File: src/rtl/bdd_pkg.sv
// Shared types and node-word layout helpers for the BDD / decision-tree traversal engine.
package bdd_pkg;

  typedef enum logic [1:0] {IDLE, FETCH, EVAL, DONE} state_t;

  // Index width for n entries; never below one bit.
  function automatic int idx_w(int n);
    return (n > 1) ? $clog2(n) : 1;
  endfunction

  function automatic int word_w(int num_attr, int attr_w, int depth);
    return 1 + idx_w(num_attr) + attr_w + 2 * idx_w(depth);
  endfunction

  // Node word, MSB to LSB: is_leaf | attr_idx | threshold | left | right
  function automatic int right_lsb();
    return 0;
  endfunction

  function automatic int left_lsb(int depth);
    return idx_w(depth);
  endfunction

  function automatic int thr_lsb(int depth);
    return 2 * idx_w(depth);
  endfunction

  function automatic int aidx_lsb(int attr_w, int depth);
    return 2 * idx_w(depth) + attr_w;
  endfunction

  function automatic int leaf_bit(int num_attr, int attr_w, int depth);
    return word_w(num_attr, attr_w, depth) - 1;
  endfunction

  // A leaf reuses its {left, right} pointer fields as the class label.
  function automatic logic [63:0] leaf_class(logic [63:0] left_right, int class_w);
    logic [63:0] mask;
    mask = (class_w >= 64) ? '1 : ((64'd1 << class_w) - 64'd1);
    return left_right & mask;
  endfunction

endpackage

File: src/rtl/bdd_traverse_engine_if.sv
// Query / result handshake bundle for the traversal engine.
interface bdd_traverse_engine_if #(
  parameter int NUM_ATTR = 8,
  parameter int ATTR_W   = 8,
  parameter int CLASS_W  = 8,
  parameter int MAX_HOPS = 16
);
  localparam int HOPS_W = $clog2(MAX_HOPS + 1);

  logic                       start;
  logic [NUM_ATTR*ATTR_W-1:0] attrs;
  logic                       busy;
  logic                       res_valid;
  logic                       res_ready;
  logic [CLASS_W-1:0]         res_class;
  logic                       res_err;
  logic [HOPS_W-1:0]          res_hops;

  modport master (
    output start, attrs, res_ready,
    input  busy, res_valid, res_class, res_err, res_hops
  );

  modport slave (
    input  start, attrs, res_ready,
    output busy, res_valid, res_class, res_err, res_hops
  );
endinterface

File: src/rtl/bdd_node_ram.sv
// Single-port node table with synchronous read; a write also returns the written word.
module bdd_node_ram #(
  parameter int DEPTH  = 32,
  parameter int ADDR_W = 5,
  parameter int WORD_W = 22
) (
  input  logic              clk,
  input  logic              en,
  input  logic              we,
  input  logic [ADDR_W-1:0] addr,
  input  logic [WORD_W-1:0] wdata,
  output logic [WORD_W-1:0] rdata
);

  logic [WORD_W-1:0] mem [DEPTH];

  // Deliberately unreset: the table survives a query abort.
  always_ff @(posedge clk) begin
    if (we) begin
      mem[addr] <= wdata;
      rdata     <= wdata;
    end else if (en) begin
      rdata     <= mem[addr];
    end
  end

endmodule

File: src/rtl/bdd_traverse_engine.sv
// Walks the node table from node 0, one FETCH/EVAL pair per visited node, until a leaf or an error.
module bdd_traverse_engine
  import bdd_pkg::*;
#(
  parameter int NUM_ATTR   = 8,
  parameter int ATTR_W     = 8,
  parameter int DEPTH      = 32,
  parameter int CLASS_W    = 8,
  parameter int MAX_HOPS   = 16,
  localparam int AIDX_W    = idx_w(NUM_ATTR),
  localparam int NODE_W    = idx_w(DEPTH),
  localparam int WORD_W    = word_w(NUM_ATTR, ATTR_W, DEPTH),
  localparam int HOPS_W    = $clog2(MAX_HOPS + 1)
) (
  input  logic              clk,
  input  logic              rst_n,
  input  logic              cfg_we,
  input  logic [NODE_W-1:0] cfg_addr,
  input  logic [WORD_W-1:0] cfg_data,
  output logic              cfg_drop,
  bdd_traverse_engine_if.slave bus
);

  localparam int R_LSB    = right_lsb();
  localparam int L_LSB    = left_lsb(DEPTH);
  localparam int T_LSB    = thr_lsb(DEPTH);
  localparam int A_LSB    = aidx_lsb(ATTR_W, DEPTH);
  localparam int LEAF_BIT = leaf_bit(NUM_ATTR, ATTR_W, DEPTH);

  state_t                     state;
  logic [NUM_ATTR*ATTR_W-1:0] attrs_q;
  logic [NODE_W-1:0]          ptr;
  logic [HOPS_W-1:0]          hops;
  logic                       busy_q, valid_q, err_q;
  logic [CLASS_W-1:0]         class_q;
  logic [HOPS_W-1:0]          res_hops_q;

  logic                       cfg_ok, ram_en;
  logic [NODE_W-1:0]          ram_addr;
  logic [WORD_W-1:0]          rdata;

  logic                       is_leaf, go_left, bad_aidx, bad_ptr, hop_lim;
  logic [AIDX_W-1:0]          n_aidx;
  logic [ATTR_W-1:0]          n_thr, sel_attr;
  logic [NODE_W-1:0]          n_left, n_right, child;
  logic [HOPS_W-1:0]          hops_nx;

  // A write in the start cycle shares the single port with nothing: the first read is a cycle later.
  assign cfg_ok   = cfg_we && (state == IDLE);
  assign ram_en   = cfg_ok || (state == FETCH);
  assign ram_addr = cfg_ok ? cfg_addr : ptr;

  bdd_node_ram #(.DEPTH(DEPTH), .ADDR_W(NODE_W), .WORD_W(WORD_W)) u_ram (
    .clk   (clk),
    .en    (ram_en),
    .we    (cfg_ok),
    .addr  (ram_addr),
    .wdata (cfg_data),
    .rdata (rdata)
  );

  assign is_leaf = rdata[LEAF_BIT];
  assign n_aidx  = rdata[A_LSB +: AIDX_W];
  assign n_thr   = rdata[T_LSB +: ATTR_W];
  assign n_left  = rdata[L_LSB +: NODE_W];
  assign n_right = rdata[R_LSB +: NODE_W];

  always_comb begin
    sel_attr = '0;
    for (int i = 0; i < NUM_ATTR; i++) begin
      if (n_aidx == AIDX_W'(i)) sel_attr = attrs_q[i*ATTR_W +: ATTR_W];
    end
  end

  assign go_left  = (sel_attr <= n_thr);
  assign child    = go_left ? n_left : n_right;
  assign bad_aidx = (32'(n_aidx) >= NUM_ATTR);
  assign bad_ptr  = (32'(child) >= DEPTH);
  assign hops_nx  = hops + HOPS_W'(1);
  // Reaching the visit budget on an internal node means the next visit would overrun it.
  assign hop_lim  = (32'(hops_nx) >= MAX_HOPS);

  always_ff @(posedge clk) begin
    if (!rst_n) begin
      state      <= IDLE;
      attrs_q    <= '0;
      ptr        <= '0;
      hops       <= '0;
      busy_q     <= 1'b0;
      valid_q    <= 1'b0;
      err_q      <= 1'b0;
      class_q    <= '0;
      res_hops_q <= '0;
      cfg_drop   <= 1'b0;
    end else begin
      cfg_drop <= cfg_we && (state != IDLE);
      case (state)
        IDLE: begin
          if (bus.start) begin
            attrs_q <= bus.attrs;
            busy_q  <= 1'b1;
            ptr     <= '0;
            hops    <= '0;
            state   <= FETCH;
          end
        end
        FETCH: state <= EVAL;
        EVAL: begin
          hops <= hops_nx;
          if (is_leaf) begin
            class_q    <= CLASS_W'(leaf_class(64'({n_left, n_right}), CLASS_W));
            err_q      <= 1'b0;
            res_hops_q <= hops_nx;
            valid_q    <= 1'b1;
            state      <= DONE;
          end else if (bad_aidx || bad_ptr || hop_lim) begin
            class_q    <= '0;
            err_q      <= 1'b1;
            res_hops_q <= hops_nx;
            valid_q    <= 1'b1;
            state      <= DONE;
          end else begin
            ptr   <= child;
            state <= FETCH;
          end
        end
        DONE: begin
          if (bus.res_ready) begin
            valid_q <= 1'b0;
            busy_q  <= 1'b0;
            state   <= IDLE;
          end
        end
        default: state <= IDLE;
      endcase
    end
  end

  assign bus.busy      = busy_q;
  assign bus.res_valid = valid_q;
  assign bus.res_class = class_q;
  assign bus.res_err   = err_q;
  assign bus.res_hops  = res_hops_q;

endmodule
File: src/flat_wrapper.sv
// flat-port wrapper written by rule: the top's interface ports become plain ports
module bdd_traverse_engine_flat import bdd_pkg::*;
#(
  parameter int NUM_ATTR   = 8,
  parameter int ATTR_W     = 8,
  parameter int DEPTH      = 32,
  parameter int CLASS_W    = 8,
  parameter int MAX_HOPS   = 16,
  localparam int AIDX_W    = idx_w(NUM_ATTR),
  localparam int NODE_W    = idx_w(DEPTH),
  localparam int WORD_W    = word_w(NUM_ATTR, ATTR_W, DEPTH),
  localparam int HOPS_W    = $clog2(MAX_HOPS + 1)
)
  (clk, rst_n, cfg_we, cfg_addr, cfg_data, cfg_drop, bus_start, bus_attrs, bus_res_ready, bus_busy, bus_res_valid, bus_res_class, bus_res_err, bus_res_hops);
  bdd_traverse_engine_if #(.NUM_ATTR(NUM_ATTR), .ATTR_W(ATTR_W), .CLASS_W(CLASS_W), .MAX_HOPS(MAX_HOPS)) bus_i ();
  input  logic clk;
  input  logic rst_n;
  input  logic cfg_we;
  input  logic [NODE_W-1:0] cfg_addr;
  input  logic [WORD_W-1:0] cfg_data;
  output logic cfg_drop;
  input wire logic [$bits(bus_i.start)-1:0] bus_start;
  input wire logic [$bits(bus_i.attrs)-1:0] bus_attrs;
  input wire logic [$bits(bus_i.res_ready)-1:0] bus_res_ready;
  output wire logic [$bits(bus_i.busy)-1:0] bus_busy;
  output wire logic [$bits(bus_i.res_valid)-1:0] bus_res_valid;
  output wire logic [$bits(bus_i.res_class)-1:0] bus_res_class;
  output wire logic [$bits(bus_i.res_err)-1:0] bus_res_err;
  output wire logic [$bits(bus_i.res_hops)-1:0] bus_res_hops;
  assign bus_i.start = bus_start;
  assign bus_i.attrs = bus_attrs;
  assign bus_i.res_ready = bus_res_ready;
  assign bus_busy = bus_i.busy;
  assign bus_res_valid = bus_i.res_valid;
  assign bus_res_class = bus_i.res_class;
  assign bus_res_err = bus_i.res_err;
  assign bus_res_hops = bus_i.res_hops;
  bdd_traverse_engine #(.NUM_ATTR(NUM_ATTR), .ATTR_W(ATTR_W), .DEPTH(DEPTH), .CLASS_W(CLASS_W), .MAX_HOPS(MAX_HOPS)) u_core (.clk(clk), .rst_n(rst_n), .cfg_we(cfg_we), .cfg_addr(cfg_addr), .cfg_data(cfg_data), .cfg_drop(cfg_drop), .bus(bus_i));
endmodule
File: config.mk
export PLATFORM = sky130hd
export DESIGN_NAME = bdd_traverse_engine_flat
export DESIGN_NICKNAME = d
export VERILOG_FILES = /design/src/rtl/bdd_pkg.sv /design/src/rtl/bdd_traverse_engine_if.sv /design/src/rtl/bdd_node_ram.sv /design/src/rtl/bdd_traverse_engine.sv /design/src/flat_wrapper.sv
export SDC_FILE = /design/constraint.sdc
export NUM_CORES = 1
export LEC_CHECK = 0
export BUFFER_PORTS_ARGS = -buffer_cell sky130_fd_sc_hd__buf_2
export CAP_MARGIN = 20
export CORE_UTILIZATION = 40
export DETAILED_ROUTE_END_ITERATION = 8
export PLACE_DENSITY = 0.59
export SLEW_MARGIN = 0
export SYNTH_ARGS = -nofsm -noshare
export SYNTH_HDL_FRONTEND = slang
export SYNTH_SLANG_ARGS = --single-unit
File: constraint.sdc
create_clock -name clk -period 7.6 [get_ports clk]
set_input_delay 1.52 -clock clk [delete_from_list [all_inputs] [get_ports clk]]
set_output_delay 1.52 -clock clk [all_outputs]
set_load 0.005 [all_outputs]
# == Word-level counts from Yosys, hierarchy flattened ==
# Memories as Yosys holds them, arrays and structs flattened. A register that Yosys moved wholly into a read port is not among the register bits.
# Index checks and enable logic that the tools add are counted.
# op_classes
n_addsub,1
mul,0
div,0
magnitude_cmp,2
n_eq_ne,15
shifts,0
muxes,33
bitwise,0
n_reduce_logical,18
# op_table
op,count
two-way mux 8 bit,10
two-way mux 5 bit,7
one-hot mux 5 bit (2 select lines),2
equality test 3 bit (second input constant),4
nonzero test 2 bit,6
less-or-equal comparator 8 bit,1
two-way mux 2 bit,4
!= test 2 bit (second input constant),4
one-hot mux 2 bit (4 select lines),1
AND reduction 2 bit,4
two-way mux 1 bit,7
equality test 3 x 2 -> 1 bit (second input constant),2
AND reduction 3 bit,2
adder 5 x 1 -> 5 bit (second input constant),1
>= comparator 5 bit (second input constant),1
equality test 2 bit (second input constant),2
one-hot mux 1 bit (2 select lines),2
AND reduction 4 bit,1
equality test 3 x 1 -> 1 bit (second input constant),1
logical NOT 3 bit,1
!= test 3 x 2 -> 1 bit (second input constant),1
equality test 2 x 1 -> 1 bit (second input constant),1
logical AND 1 bit,2
logical NOT 2 bit,1
logical OR 1 bit,1
# totals
register_bits,93
latchBits,0
ram_bits,704
rom_bits,0
input_bits,96
output_inout_bits,17
word_cells,80
mem_count,1
# memory_table
name,depth,width,rd,rd_ports_with_merged_regs,wr,line_no,text
u_core.u_ram.mem,32,22,1,1,1,bdd_node_ram.sv:15,logic [WORD_W-1:0] mem [DEPTH];

# == Logic depth before layout (Yosys ltp) ==
# logic_depth
depth_word,14
ltp_mapped,11
mapped_depth_nobuf,9

# == Hierarchy ==
# A second synthesis with hierarchy kept.
# unflattened
cells_unflattened,1893
hier_area_um2,32650.1
# by_module_without_submodules
mod,n_inst,cells_each,area_each_um2,seq_area_each_um2
bdd_node_ram,1,1359,28034.4,21800.9
bdd_traverse_engine,1,534,4615.7,1861.8

# == Least setup slack after synthesis ==
# No wires, ideal clock.
# synth_timing
path_type,input port to flip-flop
from,input port cfg_we
to,memory u_core.u_ram.mem[10][0] (enable)
setup_ps,401
arrival_time_ps,3786
required_time_ps,7199
setup_slack_ps,3413
stages,8
n_path_buf,4
path_cell_list,or3b_1 clkbuf_1 buf_2 buf_2 buf_2 nor2_1 nand2_1 nor2_1
# synth_via
elab_chain_len,3
elab_cells_between_ends,4
classes_between,mux: 3; reduce/logical: 1
# synth_rtl
item,line_no,text
start: declaration,flat_wrapper.sv:18,input logic cfg_we;
logical AND 1 bit (*),bdd_traverse_engine.sv:49,assign cfg_ok = cfg_we && (state == IDLE);
two-way mux 1 bit,bdd_node_ram.sv:19,if (we) begin
two-way mux 1 bit (not written as such),bdd_node_ram.sv:20,mem[addr] <= wdata;
end: declaration,bdd_node_ram.sv:15,
# Mark *: on every way between the ends. The rest lies on a longest branch, timed or not.

# == Final worst setup path ==
# layout_timing
from,input port cfg_we
to,"register u_core.u_ram.rdata[10] (read register of u_core.u_ram.mem), data pin"
# layout_via
elab_chain_len,3
elab_cells_between_ends,4
classes_between,mux: 1; reduce/logical: 3
# layout_rtl
item,line_no,text
logical AND 1 bit (*),bdd_traverse_engine.sv:49,
logical OR 1 bit,bdd_traverse_engine.sv:50,assign ram_en = cfg_ok || (state == FETCH);
nonzero test 2 bit (no line),--,
end: declaration,bdd_node_ram.sv:12,output logic [WORD_W-1:0] rdata
# Marked as above.
# A chain may end at the register's enable or synchronous reset.

==> summary.txt <==
met1 wire length -> 41.3 mm
crit end category -> flop
Synth Net Count -> 2122
sequential fraction of design power -> 0.517
Logic pwr share -> 0.084
Final Wtd Congestion -> 0.852
Die Y -> 291 um
Reg2Reg Depth -> 6
Slew HR -> 0.190
Avg Inst Size Synth -> 16.5 um^2
initial antenna violation count -> 4
Sw Share -> 0.233
Synth Warn # -> 0
cts repair resizes -> 0
root buffer cell -> clkbuf_16
vias post-DR -> 19879
initial drt markers -> 2419
hold depth -> 2
Initial Utilization -> 0.405
WP data required -> 7.97 ns
critical path startpoint category -> input pin
NumNets Final -> 2269
Sw Pwr -> 2290 uW
Post-Synth XOR/XNOR Area -> 0.000788
WL/cell -> 30.7 um
hold path endpoint -> u_core.bus.res_err
Overflow after GRT -> 0
number of buffers created by CTS -> 82
mux contribution to synthesized area -> 0.140
H-tree Lvls -> 3
Fin Clk Skew -> 0.0290 ns
ys flop type -> edfxtp_1
Cells after Synth -> 2017
sequential area share after synthesis -> 0.709
FF-to-FF End -> u_core.u_ram.rdata[10]
hold_ws -> 0.446 ns
Yosys top cell by area -> edfxtp_1
final setup vio count -> 0
post-route setup slack -> 2.88 ns
Die Footprint -> 84600 um^2
CP arrival -> 5.09 ns
min-delay src -> u_core.bus.res_err
design internal power -> 7520 uW
Worst Path Buf+Inv -> 2
drt pass-1 iters -> 5
P_leak -> 0.0124 uW
Worst Setup SP -> cfg_we
I/O pins -> 113
Worst VDD drop -> 0.220 mV
Synth cell types -> 65
min Tclk post-route -> 4.72 ns
clock-pin slew on the worst setup and hold paths -> 0.06 ns
Reg2Reg Setup Slack -> 3.36 ns
Hold Path Class -> reg2reg
drt total wl -> 101 mm
uppermost layer routed -> met5
Synth Area in Adders -> 0.00338
flops & latches, synth -> 819
post-synthesis cell area -> 33400 um^2
f_max -> 212 MHz
layout cells sized above 1 -> 0.227
pre-CTS setup slack -> 2.27 ns
DRC -> 0
final count of hold timing violations -> 0
port bufs -> 112
clock share of power -> 0.399
CP Depth -> 7
Critical R2R Launch -> u_core.state[1]
core area -> 82400 um^2
Max-Cap Viols -> 0
post-synthesis compound-gate area fraction -> 0.0686
CTS tree -> yes
Post-CTS Setup Bufs -> 0
Tightest Pin Transition -> 1.21 ns
number of global-route vias before repair -> 19683
Die Span X -> 291 um
Tot Pwr -> 9810 uW
Max Slew Vio Count -> 0
Tcrit/Tclk final -> 0.621
largest net degree at the start of global routing -> 91
Cell Pwr Density -> 256 nW/um^2
# fillers -> 6958
setup_tns -> 0 ns
WL met3 -> 9.60 mm
RSZ-0062 raised after global routing -> false
dpl hpwl -> 60.8 mm
Area growth syn-to-layout -> 14.6%
CP cell instances -> buf_2 > nor3b_4 > mux2_8 > buf_4 > mux4_2 > a222oi_1 > a21oi_1
worst-path maximum fanout -> 86
FP Rows -> 105
Largest delay share family, worst path -> multiplexers
most frequent cells in the layout -> edfxtp_1 (726), nand2_1 (287), mux4_2 (152), buf_2 (111), mux2i_1 (102)
cts hold-fix bufs -> 0
CP max stage delay -> 0.93 ns
number of flops mapped to enable cells by yosys -> 726
GR Util All Layers -> 0.238
first-pass GRT wire length -> 143 mm
main combinational cell family by area after synthesis -> multiplexers
clk sink count -> 819
Slowest-stage cell, CP -> mux2_8
Longest Clk Path Bufs -> 3
area share of the largest cell type after synthesis -> 0.653
DR WL met2 -> 46.2 mm
worst skew pair latency -> 0.64 ns
Crit Path Class -> in2reg
share of synthesized registers carrying an async set or reset -> 0
simple-gate area share of the yosys netlist -> 0.0597
Vias/cell -> 6.03
post-route ant nets -> 0
commonest non-fill, non-tap cell in the layout -> edfxtp_1
status -> finished clean
top cells by area, synth -> edfxtp_1 (65%), mux4_2 (10%), dfxtp_1 (5.6%)
[cell type report]
cell class,instances,area [um^2],share of cell area
sequential,819,23700,0.619
clock buffer,109,2230,0.0582
inverter,10,37.5,0.000981
multi-input combinational,1067,9360,0.245
tap,1070,1340,0.0350
timing repair buffer,184,1310,0.0341
antenna,3,7.51,0.000196
clock inverter,35,303,0.00792
[worst max path at each step]
stage | to
final | u_core.u_ram.rdata[10]
after CTS | u_core.u_ram.rdata[10]
after global routing | u_core.u_ram.rdata[10]
after detailed placement | u_core.u_ram.rdata[10]
after global placement | u_core.u_ram.rdata[10]
after floorplan | u_core.u_ram.mem[10][0]
[worst min-delay path, cell delays in order (launching register included)]
cell	delay [ns]
dfxtp_1	0.31
inv_1	0.05
a21oi_1	0.05
[power by group through the flow]
stage / clock, uW / sequential (uW) / combinational (uW)
after global placement: 0 / 5160 / 793
after detailed placement: 0 / 5160 / 813
final: 3920 / 5070 / 819
after CTS: 3960 / 5070 / 815
after global routing: 4120 / 5070 / 870
after floorplan: 0 / 5100 / 509
[routing by layer]
metal  global-route usage  vias up
met4               0.0887        2
li1                     -     8265
met2                0.368     1092
met3               0.0492      211
met5                    0        -
met1                0.332    10309
[metrics by stage]
| stage | instances | cell area, um^2 | utilization |
|---|---|---|---|
| 2_1_floorplan | 2017 | 33400 | - |
| 6_report | 3297 | 38200 | 0.464 |
| 3_5_place_dp | 3145 | 35600 | 0.432 |
| 4_1_cts | 3289 | 38100 | 0.463 |
| 5_1_grt | 3295 | 38200 | 0.464 |
| 3_3_place_gp | 3137 | 35400 | 0.430 |
[registers in the layout, summed over array words and instances (netlist names)]
name                  flops
u_core.attrs_q           64
u_core.bus.busy           1
u_core.bus.res_class      8
u_core.bus.res_err        1
u_core.bus.res_hops       5
u_core.bus.res_valid      1
u_core.cfg_drop           1
u_core.hops               5
u_core.ptr                5
u_core.state              2
u_core.u_ram.mem        704
u_core.u_ram.rdata       22
[synthesized netlist by cell type (7+ instances only)]
library cell,count
edfxtp_1,726
nor3_1,9
buf_2,38
mux4_2,152
nand2_1,288
a21o_1,17
o22ai_1,37
buf_1,9
inv_1,10
and2_1,9
nor2_1,67
nand2b_1,7
nand3_1,22
mux2i_1,103
a21boi_0,77
a2111oi_0,12
ha_1,9
a21oi_1,70
dfxtp_1,93
nor4_1,16
clkbuf_1,58
buf_4,9
o21ai_0,17
a22o_1,13
nor2b_1,15
a32o_1,7
o2bb2ai_1,10
a22oi_1,10
a31oi_1,17
mux2_2,10
[kinds of logic after synthesis]
logic type	count (synthesis)
AO/OA/AOI/OAI	328
XOR/XNOR	3
adder cells (fa/ha/maj)	9
buffers and inverters	131
flip-flops	819
multiplexers	269
AND/OR/NAND/NOR	458
Note: power is estimated with default switching activity, not from simulation.
